===== config.mk =====
export PLATFORM = sky130hd
export DESIGN_NAME = clock_datapath
export DESIGN_NICKNAME = d
export VERILOG_FILES = /design/src/rtl/clock_pkg.sv /design/src/rtl/clock_field_limit.sv /design/src/rtl/clock_datapath.sv
export SDC_FILE = /design/constraint.sdc
export NUM_CORES = 1
export LEC_CHECK = 0
export ABC_CLOCK_PERIOD_IN_PS = 4000
export CORE_UTILIZATION = 60
export CTS_CLUSTER_DIAMETER = 200
export DETAILED_ROUTE_END_ITERATION = 7
export GPL_ROUTABILITY_DRIVEN = 1
export MAX_ROUTING_LAYER = met4
export PLACE_DENSITY = 0.81
export SYNTH_ARGS = -nofsm -noshare
export SYNTH_HDL_FRONTEND = slang
export SYNTH_SLANG_ARGS = --single-unit

===== constraint.sdc =====
create_clock -name clk -period 4 [get_ports clk]
set_input_delay 0.8 -clock clk [delete_from_list [all_inputs] [get_ports clk]]
set_output_delay 0.8 -clock clk [all_outputs]
set_load 0.005 [all_outputs]

===== src/rtl/clock_pkg.sv =====
// Shared constants and helpers for the clock register-file datapath.
// Field indices, ALU op encodings, field limits/bases and one-hot decode helpers.
package clock_pkg;

  localparam int W  = 6;
  localparam int NF = 10;

  localparam int SEC  = 0;
  localparam int MIN  = 1;
  localparam int HR   = 2;
  localparam int DAY  = 3;
  localparam int MON  = 4;
  localparam int YR   = 5;
  localparam int AMIN = 6;
  localparam int AHR  = 7;
  localparam int SCR0 = 8;
  localparam int SCR1 = 9;

  typedef enum logic [1:0] {
    OP_INC   = 2'b00,
    OP_PASSB = 2'b01,
    OP_SUB   = 2'b10,
    OP_ZERO  = 2'b11
  } alu_op_e;

  // Limits are 7 bits wide so that the full-range value 64 is representable.
  localparam logic [W:0]   LIM_SEC   = 7'd60;
  localparam logic [W:0]   LIM_MIN   = 7'd60;
  localparam logic [W:0]   LIM_HR    = 7'd24;
  localparam logic [W:0]   LIM_MON   = 7'd13;
  localparam logic [W:0]   LIM_FULL  = 7'd64;
  localparam logic [W-1:0] BASE_DAY  = 6'd1;
  localparam logic [W-1:0] BASE_MON  = 6'd1;
  localparam logic [W-1:0] BASE_ZERO = 6'd0;

  function automatic logic is_onehot(input logic [NF-1:0] v);
    return (v != 10'd0) && ((v & (v - 10'd1)) == 10'd0);
  endfunction

  function automatic logic [3:0] onehot_idx(input logic [NF-1:0] v);
    logic [3:0] idx;
    idx = 4'd0;
    for (int i = 0; i < NF; i++) begin
      if (v[i]) idx = 4'(i);
      else      idx = idx;
    end
    return idx;
  endfunction

endpackage


===== src/rtl/clock_field_limit.sv =====
// Wrap limit and wrap base for the field selected by a one-hot select,
// including calendar-aware month length with the leap-year rule yr[1:0]==0.
module clock_field_limit
  import clock_pkg::*;
(
  input  logic [NF-1:0] sel_i,
  input  logic [W-1:0]  mon_i,
  input  logic [W-1:0]  yr_i,
  output logic [W:0]    limit_o,
  output logic [W-1:0]  base_o
);

  logic       leap_s;
  logic [4:0] dim_s;

  // Days in the selected month; invalid months fall back to 31.
  always_comb begin
    leap_s = ((yr_i & 6'd3) == 6'd0);
    case (mon_i)
      6'd2: begin
        if (leap_s) dim_s = 5'd29;
        else        dim_s = 5'd28;
      end
      6'd4, 6'd6, 6'd9, 6'd11: dim_s = 5'd30;
      default:                 dim_s = 5'd31;
    endcase
  end

  // Per-field limit/base; anything not matching a wrapping field wraps at 64 to 0.
  always_comb begin
    limit_o = LIM_FULL;
    base_o  = BASE_ZERO;
    case (sel_i)
      (10'b1 << SEC): limit_o = LIM_SEC;
      (10'b1 << MIN): limit_o = LIM_MIN;
      (10'b1 << HR):  limit_o = LIM_HR;
      (10'b1 << DAY): begin
        limit_o = {2'b00, dim_s} + 7'd1;
        base_o  = BASE_DAY;
      end
      (10'b1 << MON): begin
        limit_o = LIM_MON;
        base_o  = BASE_MON;
      end
      default: begin
        limit_o = LIM_FULL;
        base_o  = BASE_ZERO;
      end
    endcase
  end

endmodule


===== src/rtl/clock_datapath.sv =====
// Clock datapath: register file, A/B/R with field-aware ALU, keypad digit
// buffer, one-second prescaler and the status flags returned to the sequencers.
module clock_datapath
  import clock_pkg::*;
#(
  parameter int TICK_DIV = 500
) (
  input  logic          clk,
  input  logic          rst_n,
  input  logic [NF-1:0] T,
  input  logic [1:0]    s,
  input  logic          La,
  input  logic          Lb,
  input  logic          Lr,
  input  logic          Er,
  input  logic          Kc,
  input  logic          Cc,
  input  logic          key_valid,
  input  logic [3:0]    key_code,
  input  logic [3:0]    rd_sel,
  output logic [W-1:0]  rd_data,
  output logic          t,
  output logic          u,
  output logic          k7,
  output logic          c7,
  output logic          Az,
  output logic          M
);

  localparam int PW = (TICK_DIV > 1) ? $clog2(TICK_DIV) : 1;

  logic [W-1:0]  field_q [NF];
  logic [W-1:0]  a_q, b_q, r_q;
  logic          c7_q, t_q, u_q, m_q;
  logic [PW-1:0] pre_q;
  logic [1:0]    kcnt_q, kcnt_d;
  logic [3:0]    tens_q, tens_d, units_q, units_d;
  logic          u_d;

  logic          oh_s;
  logic [3:0]    fidx_s;
  logic [W:0]    lim_s;
  logic [W-1:0]  base_s;
  logic [W:0]    inc_s;
  logic [W-1:0]  alu_r_s;
  logic          alu_c_s;
  logic [W-1:0]  keyval_s;
  logic          tc_s;

  assign oh_s   = is_onehot(T);
  assign fidx_s = onehot_idx(T);
  assign inc_s  = {1'b0, a_q} + 7'd1;
  assign tc_s   = (pre_q == PW'(TICK_DIV - 1));

  clock_field_limit u_limit (
    .sel_i   (T),
    .mon_i   (field_q[MON]),
    .yr_i    (field_q[YR]),
    .limit_o (lim_s),
    .base_o  (base_s)
  );

  // ALU result and carry/borrow for the current op.
  always_comb begin
    alu_r_s = 6'd0;
    alu_c_s = 1'b0;
    case (alu_op_e'(s))
      OP_INC: begin
        if (inc_s >= lim_s) begin
          alu_r_s = base_s;
          alu_c_s = 1'b1;
        end else begin
          alu_r_s = inc_s[W-1:0];
          alu_c_s = 1'b0;
        end
      end
      OP_PASSB: alu_r_s = b_q;
      OP_SUB: begin
        alu_r_s = a_q - b_q;
        alu_c_s = (a_q < b_q);
      end
      OP_ZERO: alu_r_s = 6'd0;
      default: begin
        alu_r_s = 6'd0;
        alu_c_s = 1'b0;
      end
    endcase
  end

  // Numeric value of the held keypad digits.
  always_comb begin
    case (kcnt_q)
      2'd2:    keyval_s = 6'(tens_q) * 6'd10 + 6'(units_q);
      2'd1:    keyval_s = {2'b00, units_q};
      default: keyval_s = 6'd0;
    endcase
  end

  // Key buffer next state; Kc wins over a same-cycle digit.
  always_comb begin
    kcnt_d  = kcnt_q;
    tens_d  = tens_q;
    units_d = units_q;
    if (Kc) begin
      kcnt_d  = 2'd0;
      tens_d  = 4'd0;
      units_d = 4'd0;
    end else if (key_valid && (key_code <= 4'd9) && (kcnt_q < 2'd2)) begin
      kcnt_d  = kcnt_q + 2'd1;
      tens_d  = units_q;
      units_d = key_code;
    end else begin
      kcnt_d  = kcnt_q;
      tens_d  = tens_q;
      units_d = units_q;
    end
  end

  // Update-pending flag: a tick wins over a same-cycle clear.
  always_comb begin
    if (t_q)               u_d = 1'b1;
    else if (Er && T[SEC]) u_d = 1'b0;
    else                   u_d = u_q;
  end

  // Register file write port.
  always_ff @(posedge clk or negedge rst_n) begin
    if (!rst_n) begin
      for (int i = 0; i < NF; i++) begin
        if (i == DAY || i == MON) field_q[i] <= 6'd1;
        else                      field_q[i] <= 6'd0;
      end
    end else if (Er && oh_s) begin
      field_q[fidx_s] <= r_q;
    end
  end

  // Operand/result registers and status flags.
  always_ff @(posedge clk or negedge rst_n) begin
    if (!rst_n) begin
      a_q  <= 6'd0;
      b_q  <= 6'd0;
      r_q  <= 6'd0;
      c7_q <= 1'b0;
      m_q  <= 1'b0;
    end else begin
      if (La) a_q <= oh_s ? field_q[fidx_s] : 6'd0;
      if (Lb) b_q <= keyval_s;
      if (Lr) begin
        r_q  <= alu_r_s;
        c7_q <= alu_c_s;
      end
      if (Cc) m_q <= (field_q[HR] == field_q[AHR]) && (field_q[MIN] == field_q[AMIN]);
    end
  end

  // Key buffer, prescaler and tick/update flags.
  always_ff @(posedge clk or negedge rst_n) begin
    if (!rst_n) begin
      kcnt_q  <= 2'd0;
      tens_q  <= 4'd0;
      units_q <= 4'd0;
      pre_q   <= '0;
      t_q     <= 1'b0;
      u_q     <= 1'b0;
    end else begin
      kcnt_q  <= kcnt_d;
      tens_q  <= tens_d;
      units_q <= units_d;
      pre_q   <= tc_s ? '0 : pre_q + PW'(1);
      t_q     <= tc_s;
      u_q     <= u_d;
    end
  end

  assign rd_data = (rd_sel <= 4'd9) ? field_q[rd_sel] : 6'd0;
  assign t       = t_q;
  assign u       = u_q;
  assign k7      = (kcnt_q == 2'd2);
  assign c7      = c7_q;
  assign Az      = (r_q == 6'd0);
  assign M       = m_q;

endmodule


## Yosys cells after proc, flatten, opt, wreduce, memory -nomap -nowiden

Index checks and enable logic that the tools add are counted.

| cells by class | value |
|---|---|
| $lt $le $gt $ge | 8 |
| multiplexer cells | 38 |
| $add $sub $neg | 7 |
| reduce and logical (&&, ||, !) cells | 17 |
| $mul | 1 |
| bitwise operators | 3 |
| equal/unequal tests | 18 |

Operator list:

| operator | count |
|---|---|
| 60-bit bitwise mux | 1 |
| 6-bit binary-select mux with 4-bit select | 2 |
| 4-bit two-way mux | 12 |
| 6-bit two-way mux | 8 |
| 7-bit case mux with 4 select lines | 1 |
| 6-bit demux with 4-bit select | 1 |
| 6-bit case mux with 4 select lines | 1 |
| 6-bit by 3-bit equality test with 1-bit output (second input constant) | 2 |
| 6-bit by 4-bit equality test with 1-bit output (second input constant) | 2 |
| 6-bit equality test | 2 |
| 6-bit zero test | 2 |
| 6-bit case mux with 2 select lines | 1 |
| 10-bit AND | 1 |
| 10-bit by 1-bit equality test with 1-bit output (second input constant) | 1 |
| 10-bit by 2-bit equality test with 1-bit output (second input constant) | 1 |
| 10-bit by 3-bit equality test with 1-bit output (second input constant) | 1 |
| 10-bit by 4-bit equality test with 1-bit output (second input constant) | 1 |
| 10-bit by 5-bit equality test with 1-bit output (second input constant) | 1 |
| 5-bit >= comparator (second input constant) | 2 |
| 10-bit zero test | 1 |
| 4-bit inverter with 5-bit output | 2 |
| 10-bit nonzero test | 1 |
| 10-bit by 1-bit subtractor with 10-bit output (second input constant) | 1 |
| 9-bit by 1-bit adder with 9-bit output (second input constant) | 1 |
| other kinds (25) | 43 |

| word-level totals | value |
|---|---|
| word-level logic and storage cells | 113 |
| output and inout port bits | 12 |
| bits in registers | 101 |
| input bits | 29 |

## Longest topological paths before layout

Gate-level depths: netlist of run 1.

| logic depth | value |
|---|---|
| word-level depth | 15 |
| mapped depth | 14 |
| mapped depth without buffers | 13 |

## Hierarchy

Synthesis of run 1 repeated with hierarchy kept, for this count alone.

| second synthesis, totals | value |
|---|---|
| cell total of the unflattened synthesis | 660 |
| area, all modules | 6740.2 um2 |

Modules (own cells, without submodules):

| module | sequential area each (um2) | times used | cells each | area each (um2) |
|---|---|---|---|---|
| clock_datapath | 2529.9 | 1 | 601 | 6283.5 |
| clock_field_limit | 0.0 | 1 | 59 | 456.7 |

## Worst setup path before layout of run 1

No wires, ideal clock.

| timing | value |
|---|---|
| path kind | input port to flip-flop |
| from | input T[4] |
| to | register r_q[3] |
| data required time | 3922 ps |
| setup time | 78 ps |
| arrival time | 3567 ps |
| path buffers | 2 |
| slack | 355 ps |
| cell stages on the path | 14 |
| path through | clkbuf_2 -> nor2_1 -> nand3_1 -> clkbuf_1 -> nor2_1 -> nand4_1 -> nor3b_1 -> ha_1 -> a21oi_1 -> o21ai_0 -> a311o_1 -> nor4_1 -> a221oi_1 -> a21oi_1 |

| between the ends | value |
|---|---|
| word-level cells in the longest chain between the ends | 6 |
| elaborated cells between the ends (all ways) | 10 |
| those cells by class | 1 x order compare; 5 x eq/ne; 3 x mux; 1 x reduce/logical |

Ends and longest elaborated chain:

| element | RTL line | source |
|---|---|---|
| from (decl) | clock_datapath.sv:10 | `input logic [NF-1:0] T,` |
| 10-bit by 1-bit equality test with 1-bit output or 10-bit by 2-bit equality test with 1-bit output (tied branches) | clock_field_limit.sv:33 | `case (sel_i)` |
| 2-bit OR reduction (no source line) | - |  |
| 7-bit case mux with 4 select lines * | clock_field_limit.sv:33 |  |
| 7-bit >= comparator * | clock_datapath.sv:69 | `if (inc_s >= lim_s) begin` |
| 6-bit two-way mux * | clock_datapath.sv:69 |  |
| 6-bit case mux with 4 select lines * | clock_datapath.sv:67 | `case (alu_op_e'(s))` |
| to (signal assigned) | clock_datapath.sv:150 | `r_q <= alu_r_s;` |
| to (decl) | clock_datapath.sv:33 | `logic [W-1:0] a_q, b_q, r_q;` |

Mark *: on every way between the ends. The rest lies on a longest branch, timed or not.
A chain may end at the register's enable or synchronous reset.

## Final worst setup path of run 1

| timing | value |
|---|---|
| from | input rd_sel[0] |
| to | output rd_data[2] |

| between the ends | value |
|---|---|
| word-level cells in the longest chain between the ends | 5 |
| elaborated cells between the ends (all ways) | 6 |
| those cells by class | 1 x order compare; 4 x mux; 1 x bitwise |

Ends and longest elaborated chain:

| element | RTL line | source |
|---|---|---|
| from (decl) | clock_datapath.sv:20 | `input logic [3:0] rd_sel,` |
| 4-bit inverter with 5-bit output (implied by the code) | clock_datapath.sv:176 | `assign rd_data = (rd_sel <= 4'd9) ? field_q[rd_sel] : 6'd0;` |
| 6-bit binary-select mux with 4-bit select | clock_datapath.sv:176 |  |
| 6-bit two-way mux (implied by the code) (2 in a row) | clock_datapath.sv:176 |  |
| 6-bit two-way mux * | clock_datapath.sv:176 |  |
| to (decl) | clock_datapath.sv:21 | `output logic [W-1:0] rd_data,` |

Mark *: on every way between the ends. The rest lies on a longest branch, timed or not. The select of a mux whose other input is x is not followed.

==> results of run 1 <==
## worst max-delay path, stage by stage
cell             delay (ns)
clkdlybuf4s50_1        0.51
buf_12                 0.20
mux4_2                 0.55
a221oi_1               0.34
a21oi_1                0.09
clkdlybuf4s50_1        0.46
## kinds of logic after synthesis
| family | count (synthesis) |
|---|---|
| xor gates and xnor gates | 32 |
| DFF | 101 |
| and+or+nand+nor | 153 |
| AOI/OAI and AO/OA | 157 |
| buffers and inverters | 73 |
| adders and majority gates | 25 |
| muxes | 82 |
## cell type report
cell class / count / area (sq um) / share of cell area
Tap cell: 136 / 170 / 0.0235
Clock buffer: 11 / 141 / 0.0196
Multi-Input combinational cell: 449 / 3610 / 0.499
Sequential cell: 101 / 2530 / 0.350
Inverter: 39 / 146 / 0.0202
Timing Repair Buffer: 59 / 553 / 0.0765
Clock inverter: 5 / 82.6 / 0.0114
## how the worst max path moves through the flow
| stage | from | to | slack (ns) | cells past startpoint |
|---|---|---|---|---|
| floorplan | T[4] | r_q[3] | 0.36 | 14 |
| global placement | T[3] | r_q[3] | 0.17 | 12 |
| detailed placement | T[3] | r_q[3] | 0.15 | 12 |
| CTS | rd_sel[0] | rd_data[2] | 0.24 | 6 |
| global route | rd_sel[0] | rd_data[4] | 0.17 | 6 |
| finish | rd_sel[0] | rd_data[2] | 0.24 | 6 |
## sequential cells by signal (all words and copies together) (netlist names)
name,flops
kcnt_q,2
r_q,6
pre_q,9
c7,1
t,1
b_q,6
M,1
field_q,60
tens_q,4
units_q,4
u,1
a_q,6
## layout by cell type, fill, tap and decap left out, types with 21 or more instances in the layout
cell type        instances
dfrtp_1                 99
mux2_2                  58
inv_1                   39
clkdlybuf4s50_1         39
a21oi_1                 38
o21ai_0                 36
nor2_1                  35
nand2_1                 31
ha_1                    23
xor2_1                  21
## synthesized netlist by cell type, types with 7 or more instances
library cell,instances,area (sq um)
dfrtp_1,99,2480
mux2_2,58,653
inv_1,39,146
a21oi_1,38,190
o21ai_0,36,180
nor2_1,35,131
nand2_1,31,116
clkbuf_1,25,93.8
ha_1,23,288
xor2_1,21,184
nor2b_1,18,113
o211ai_1,14,105
nand3_1,13,65.1
o22a_1,13,114
mux4_2,12,270
xnor2_1,11,96.3
mux2i_1,10,100
nand4_1,8,50.1
nor3_1,8,40.0
a221oi_1,7,61.3
## through the flow
| stage | total power (uW) | cells | setup WS [ns] | instance area [sq um] |
|---|---|---|---|---|
| after floorplan | 1320 | 623 | 0.355 | 6420 |
| after global placement | 1460 | 784 | 0.170 | 7010 |
| after detailed placement | 1470 | 784 | 0.148 | 7010 |
| after CTS | 2190 | 800 | 0.241 | 7230 |
| after global routing | 2270 | 800 | 0.168 | 7230 |
| final | 2190 | 800 | 0.236 | 7230 |
## where the power goes
group | switching [uW] | internal, uW
logic | 183 | 151
clock network | 359 | 372
registers | 57.4 | 1070
## per-layer routing
metal	routed length, um	GRT usage
met2	7530	0.499
met3	1390	0.0736
met4	512	0.121
met5	0	-
met1	6660	0.403
==> impl_results.md, run 1 <==
* DRC at 0
* Clock Sinks at 101
* Syn_nets at 677
* Worst clock skew at 0.0134 ns
* Main combinational cell family by area after synthesis: compound AO/OA/AOI/OAI gates
* Pre-Repair DR Iteration Count at 7
* Post-CTS sizing at 0
* Synth Area in Adders at 0.0511
* Syn-to-layout area delta at 12.6%
* Worst-path clk slew at 0.10 ns
* Final hold vios at 0
* Min-Delay Endpoint: u
* First-pass GRT wire length at 26,300 um
* CORE AREA at 10,400 sq um
* Final ANT Viol Nets at 0
* Hold Path Cell Cnt at 1
* Main synth FF type: dfrtp_1
* Outcome: completed
* Worst min-delay path class: reg -> reg
* RSZ-0062 raised after global routing: no
* Crit path required time at 3.20 ns
* Highest fanout seen on the critical path at 24
* Port Buffers at 40
* Compound-cell area share of the yosys netlist at 0.167
* WP data arrival at 2.96 ns
* Post-CTS Setup Bufs at 0
* Reg2Reg Launch Point: field_q[30]
* Routability cong. at 0.957
* HPWL Detailed at 11,700 um
* Die area at 11,100 sq um
* Post-synthesis mux area share at 0.163
* Reg-to-reg slack, setup at 0.80 ns
* Overflow left after global routing at 0
* Clock root buffer: clkbuf_8
* Max-cap check violation count at 0
* Kind of critical path: in -> out
* Clock tree buffer depth at 2
* Final setup vio count at 0
* R2R Path End: r_q[3]
* Simple-gate share of the synthesized area at 0.137
* Synth cell types at 62
* Hold Path Origin: t
* Drt initial violations at 446
* Finished Core Util at 0.697
* F_max at ~270 MHz
* LEAKAGE at 0.00324 uW
* Layout cells sized above 1 at 0.196
* Mapped Area at about 6400 sq um
* Depth of the most critical reg-to-reg path at 13
* TNS Setup at 0 ns
* Vias at 5,185
* Post-synth EDFFs at 0
* Starting density of the core at 0.619
* CP Launch Type: input port
* Seq/Total Area, Yosys at 0.394
* Clock latency on the worst-skew pair at approximately 0.38 ns
* PwrDens at 303 nW/um^2
* Normalized max-slew margin at 0.328
* Die Y-Extent at 105 um
* #FFs+latches synth at just over 100
* Tcrit/Tclk final at 0.941
* # nets final at 713
* Worst slew pin tran at just over 1 ns
* Routed vias/inst at ~6.5
* Critical Path Sink Type: output pin
* GR Util All Layers at 0.318
* WL per Instance at 20.1 um
* Total CTS buffers at 9
* Avg Inst Size Synth at a little over 10 sq um
* Total Wirelength at 16,100 um
* DIE WIDTH at 105 um
* Largest net degree at the start of global routing at 82
* Number of global-route vias before repair at slightly above 5,000
* Initial antenna violation count at 0
* I/O Pins at 41
* Fillers at 778
* XOR/XNOR Fraction of Synth Area at 0.0437
* H-tree depth at 3
* ANT cells at 0
* Worst VDD drop at 0.280 mV
* Async SR Flop Fraction at 1.00
* Synth Warn # at 0
* TritonCTS clock tree: built
* WHS at 0.481 ns
* Std cell rows at 37
* Post-route minimum period at 3.76 ns
* Hold Buf Count CTS at 0
* Synth Instances at 623
* Max Slew Vio Count at 0
Power figures use the tool's default switching activity.
==> run 2, diff against run 1 <==
--- a/config.mk
+++ b/config.mk
@@ -7,7 +7,6 @@
 export LEC_CHECK = 0
 export ABC_CLOCK_PERIOD_IN_PS = 4000
 export CORE_UTILIZATION = 60
-export CTS_CLUSTER_DIAMETER = 200
 export DETAILED_ROUTE_END_ITERATION = 7
 export GPL_ROUTABILITY_DRIVEN = 1
 export MAX_ROUTING_LAYER = met4
==> constraint.sdc (replaced) <==
create_clock -name clk -period 4 [get_ports clk]
set_input_delay 0.4 -clock clk [delete_from_list [all_inputs] [get_ports clk]]
set_output_delay 0.4 -clock clk [all_outputs]
set_load 0.005 [all_outputs]
==> impl_results.md, run 2 (synthesized netlist as in run 1, its figures left out) <==
* Hold Buf Count CTS at 0
* Depth of the most critical reg-to-reg path at 12
* FF+latch area at 2530 sq um
* Overflow left after global routing at 0
* Port Buffers at 40
* Reg2Reg Launch Point: field_q[33]
* First-pass GRT wire length at 26,200 um
* F_max at 290 MHz
* Crit-path slowest cell: nor4_1
* CORE AREA at 10,400 sq um
* Total Wirelength at approximately 16,000 um
* H-tree depth at 3
* Post-CTS Setup Bufs at 0
* Kind of critical path: reg -> reg
* Tot Pwr at 2070 uW
* Initial antenna violation count at 0
* Worst clock skew at 0.0162 ns
* Worst VDD drop at 0.264 mV
* TNS Setup at 0 ns
* Vias at 5,146
* Highest fanout seen on the critical path at 5
* Area of the multi-input gates at 3610 sq um
* Met1 WL at slightly above 7000 um
* DIE WIDTH at 105 um
* Worst-path clk slew at 0.11 ns
* Final setup vio count at 0
* R2R Path End: r_q[3]
* Final ANT Viol Nets at 0
* Final hold vios at 0
* Clock tree buffer depth at 2
* Metal3 WL at 1100 um
* Most frequent cells in the layout: dfrtp_1, mux2_2, inv_1, clkdlybuf4s50_1, a21oi_1
* TritonCTS clock tree: built
* Crit path required time at 4.30 ns
* Die area at 11,100 sq um
* Drt initial violations at ~460
* Max reg flops at 60
* Worst slew pin tran at 1.00 ns
* ANT cells at 0
* Syn-to-layout area delta at 10.8%
* GR Util All Layers at 0.315
* Pre-Repair DR Iteration Count at 5
* WP data arrival at between 3 and 4 ns
* Max Slew Vio Count at 0
* Most common cell after layout, fill and taps aside: dfrtp_1
* Number of global-route vias before repair at between 4,000 and 5,000
* Post-route minimum period at about 3.5 ns
* WL met2 at between 7000 and 8000 um
* I/O Pins at 41
* Post-CTS sizing at 0
* WL per Instance at 20.5 um
* Die Y-Extent at approximately 110 um
* Clock Sinks at 101
* Largest net degree at the start of global routing at a little over 70
* DRC at 0
* Critical Path Sink Type: flip-flop
* Tcrit/Tclk final at 0.863
* HPWL Detailed at 11,900 um
* Std cell rows at 37
* Uppermost layer routed: met4
* Normalized max-slew margin at 0.328
* # nets final at between 700 and 800
* WHS at 0.126 ns
* PwrDens at 290 nW/um^2
* CP startpoint: field_q[33]
* Outcome: completed
* Cell Chain, Critical Path: nor2_1 -> o21ai_0 -> a21boi_0 -> nand4_1 -> nor3b_1 -> ha_1 -> a21oi_1 -> o21ai_0 -> a311o_1 -> nor4_1 -> a221oi_1 -> a21oi_1
* RSZ-0062 raised after global routing: no
* LEAKAGE at 0.00316 uW
* Register name with the most flops: field_q
* Clock latency on the worst-skew pair at 0.37 ns
* Total CTS buffers at 9
* Routed vias/inst at around 6.5
* Max-cap check violation count at 0
* Largest regs: field_q: 60 flops, pre_q: 9 flops
* Routability cong. at around 0.96
* CP Launch Type: flip-flop
* Reg-to-reg slack, setup at 0.55 ns
* Clock root buffer: clkbuf_8
* Largest stage delay, worst path at 0.54 ns
* Starting density of the core at 0.619
* Layout cells sized above 1 at 0.186
* Worst min-delay path class: in -> async
* Fillers at 799
## run 2: changes by cell type in the layout (fill, tap and decap cells not counted), sizes merged
cell / previous run / this run
buf: 20 / 11
inv: 40 / 41
clkinvlp: 0 / 3
bufinv: 2 / 0
clkbuf: 11 / 9
## run 2: cell type report
class	count	share of cell area
clock buffers	9	0.0174
clock inverters	7	0.00827
inverters	39	0.0206
multi-input cells	449	0.507
flip-flops and latches	101	0.356
well taps	136	0.0239
repair buffers	50	0.0665
## run 2: how the worst max path moves through the flow
| stage | to | slack, ns | cells past startpoint |
|---|---|---|---|
| 3_3_place_gp | r_q[3] | 0.37 | 11 |
| 3_5_place_dp | r_q[3] | 0.26 | 11 |
| 6_report | r_q[3] | 0.55 | 12 |
| 5_1_grt | r_q[3] | 0.17 | 12 |
| 2_1_floorplan | r_q[3] | 0.76 | 14 |
| 4_1_cts | r_q[3] | 0.57 | 12 |
## run 2: worst max-delay path, delay by kind of cell, from the launching register on
family / cells / cell delay (ns)
compound gates: 7 / 1.55
fa+ha+maj: 1 / 0.29
flops: 1 / 0.45
simple gates: 4 / 1.09
## run 2: layer usage
metal  vias to the layer above  global-route usage
met3                        34              0.0482
met2                       215               0.492
met1                      2557               0.435
met5                         -                   -
li1                       2340                   -
met4                         0              0.0765
## run 2: per-stage QoR
step / setup slack (ns) / instance area, sq um / instances / utilization
floorplan: 0.755 / 6420 / 623 / -
global placement: 0.375 / 6930 / 775 / 0.668
detailed placement: 0.261 / 6930 / 775 / 0.668
CTS: 0.566 / 7110 / 791 / 0.686
global route: 0.167 / 7110 / 791 / 0.686
finish: 0.547 / 7110 / 791 / 0.686
## run 2: power breakdown
part,switching (uW),leakage (uW),internal [uW]
Combinational,181,0.00172,144
Sequential,58.0,0.00136,1070
Clock,382,0.0000853,235
Total,621,0.00316,1440
==> run 3, diff against run 2 <==
--- a/config.mk
+++ b/config.mk
@@ -6,11 +6,12 @@
 export NUM_CORES = 1
 export LEC_CHECK = 0
 export ABC_CLOCK_PERIOD_IN_PS = 4000
-export CORE_UTILIZATION = 60
+export CORE_UTILIZATION = 61
 export DETAILED_ROUTE_END_ITERATION = 7
 export GPL_ROUTABILITY_DRIVEN = 1
 export MAX_ROUTING_LAYER = met4
-export PLACE_DENSITY = 0.81
+export PLACE_DENSITY = 0.83
 export SYNTH_ARGS = -nofsm -noshare
 export SYNTH_HDL_FRONTEND = slang
+export SYNTH_HIERARCHICAL = 1
 export SYNTH_SLANG_ARGS = --single-unit
==> impl_results.md, run 3 <==
* Uppermost layer routed: met4
* Met1 WL at 7140 um
* Final ANT Viol Nets at 0
* Post-synth top area share at 0.368
* Main synth FF type: dfrtp_1
* Depth of the most critical reg-to-reg path at 10
* ANT cells at 0
* Worst-path clk slew at 0.09 ns
* Post-CTS Setup Bufs at 0
* Post-route cell area at approximately 7400 sq um
* CORE AREA at about 11,000 sq um
* TritonCTS clock tree: built
* Layout cells sized above 1 at 0.189
* GR Util All Layers at 0.333
* HPWL Detailed at 12,700 um
* TNS Setup at 0 ns
* Metal3 WL at ~1700 um
* Worst min-delay path class: in -> async
* Crit path to: rd_data[3]
* Overflow left after global routing at 0
* Normalized max-slew margin at 0.357
* Critical Path Sink Type: output pin
* F_max at roughly 310 MHz
* Final setup vio count at 0
* Die area at 11,500 sq um
* Worst slew pin tran at about 0.96 ns
* Final hold vios at 0
* Register name with the most flops: field_q
* Tot Pwr at between 2000 and 2500 uW
* Largest regs: field_q: 60 flops, pre_q: 9 flops
* Post-synth EDFFs at 0
* WP data arrival at 2.83 ns
* Async SR Flop Fraction at 1.00
* Post-Place Cell Area at 7220 sq um
* First-pass GRT wire length at 27,800 um
* RSZ-0062 raised after global routing: no
* PwrDens at about 280 nW/um^2
* Number of global-route vias before repair at 5,414
* Outcome: completed
* Mapped Area at 6740 sq um
* Seq/Total Area, Yosys at 0.375
* Syn-to-layout area delta at 10.1%
* Ranking of synthesized cells by area: dfrtp_1, mux2_2, ha_1
* Most common cell in the netlist: dfrtp_1
* Clock tree buffer depth at 2
* Most common cell after layout, fill and taps aside: dfrtp_1
* Synth Warn # at 6
* CP startpoint: rd_sel[0]
* Vias at 5,525
* WL met2 at 7970 um
* #FFs+latches synth at 101
* I/O Pins at 41
* Synth Instances at 660
* Tcrit/Tclk final at 0.807
* Clock root buffer: clkbuf_8
* Max Slew Vio Count at 0
* DIE WIDTH at roughly 110 um
* Routability cong. at 0.952
* Crit path required time at 3.60 ns
* H-tree depth at 3
* WL per Instance at 21.0 um
* Hold Buf Count CTS at 0
* Port Buffers at 40
* Reg2Reg Launch Point: field_q[35]
* Total CTS buffers at 9
* Total Wirelength at 17,500 um
* Avg Inst Size Synth at 10.2 sq um
* Highest fanout seen on the critical path at 11
* Yosys top cell by area: dfrtp_1
* Largest net degree at the start of global routing at 76
* Max-cap check violation count at 0
* Worst VDD drop at 0.241 mV
* Pre-Repair DR Iteration Count at 5
* LEAKAGE at between 0.003 and 0.004 uW
* Max reg flops at 60
* CP Launch Type: input port
* Clock latency on the worst-skew pair at 0.39 ns
* Die Y-Extent at 107 um
* Std cell rows at 38
* Reg-to-reg slack, setup at 1.04 ns
* R2R Path End: r_q[5]
* Post-route minimum period at 3.23 ns
* Drt initial violations at 544
* Routed vias/inst at 6.64
* DRC at 0
* Initial antenna violation count at 0
* WHS at 0.146 ns
* Kind of critical path: in -> out
* Most frequent cells in the layout: dfrtp_1, mux2_2, nor2_1
* Worst clock skew at between 0.01 and 0.015 ns
* Post-CTS sizing at 0
* Top cells by count, synth: dfrtp_1, mux2_2, nor2_1
* Clock Sinks at 101
* Synth cell types at 75
* # nets final at 741
* Starting density of the core at 0.625
[run 3: worst max-delay path, cell delays in order]
cell             delay (ns)
clkdlybuf4s50_1        0.85
buf_4                  0.34
mux2_2                 0.37
a221oi_1               0.26
a21oi_1                0.10
clkdlybuf4s50_1        0.50
[run 3: where the power goes]
part / internal (uW) / total, uW / switching (uW)
Sequential: 1050 / 1100 / 53.0
Clock: 309 / 675 / 366
Combinational: 136 / 320 / 184
[run 3: how the worst min path moves through the flow]
stage / endpoint / depth (start not counted)
6_report: r_q[1] / 1
3_3_place_gp: u / 1
4_1_cts: r_q[3] / 1
5_1_grt: r_q[1] / 1
2_1_floorplan: M / 0
3_5_place_dp: u / 1
[run 3: logic make-up after synthesis]
logic type | after synthesis | share of synthesized area
AO/OA/AOI/OAI | 154 | 0.165
buffers and inverters | 71 | 0.0470
adder cells (fa/ha/maj) | 26 | 0.0501
XOR/XNOR | 34 | 0.0442
other | 1 | 0.000556
AND/OR/NAND/NOR | 186 | 0.151
multiplexers | 87 | 0.167
flip-flops | 101 | 0.375
[run 3: cell type report]
class | count | area, sq um
Inverter | 30 | 113
Sequential cell | 101 | 2530
Fill cell | 830 | 3370
Multi-Input combinational cell | 492 | 3910
Clock inverter | 5 | 58.8
Tap cell | 140 | 175
Timing Repair Buffer | 53 | 495
Clock buffer | 11 | 141
[run 3: per-stage QoR]
step                      setup WS (ns)   util  std cells
final                             0.773  0.688        832
after global routing              0.630  0.688        832
after global placement            0.655  0.669        816
after floorplan                    1.43      -        664
after CTS                         0.773  0.688        832
after detailed placement          0.568  0.669        816
[run 3: layer usage]
layer,vias to the layer above,track usage
li1,2480,-
met1,2708,0.421
met2,279,0.487
met3,58,0.0960
met4,0,0.170
met5,-,-
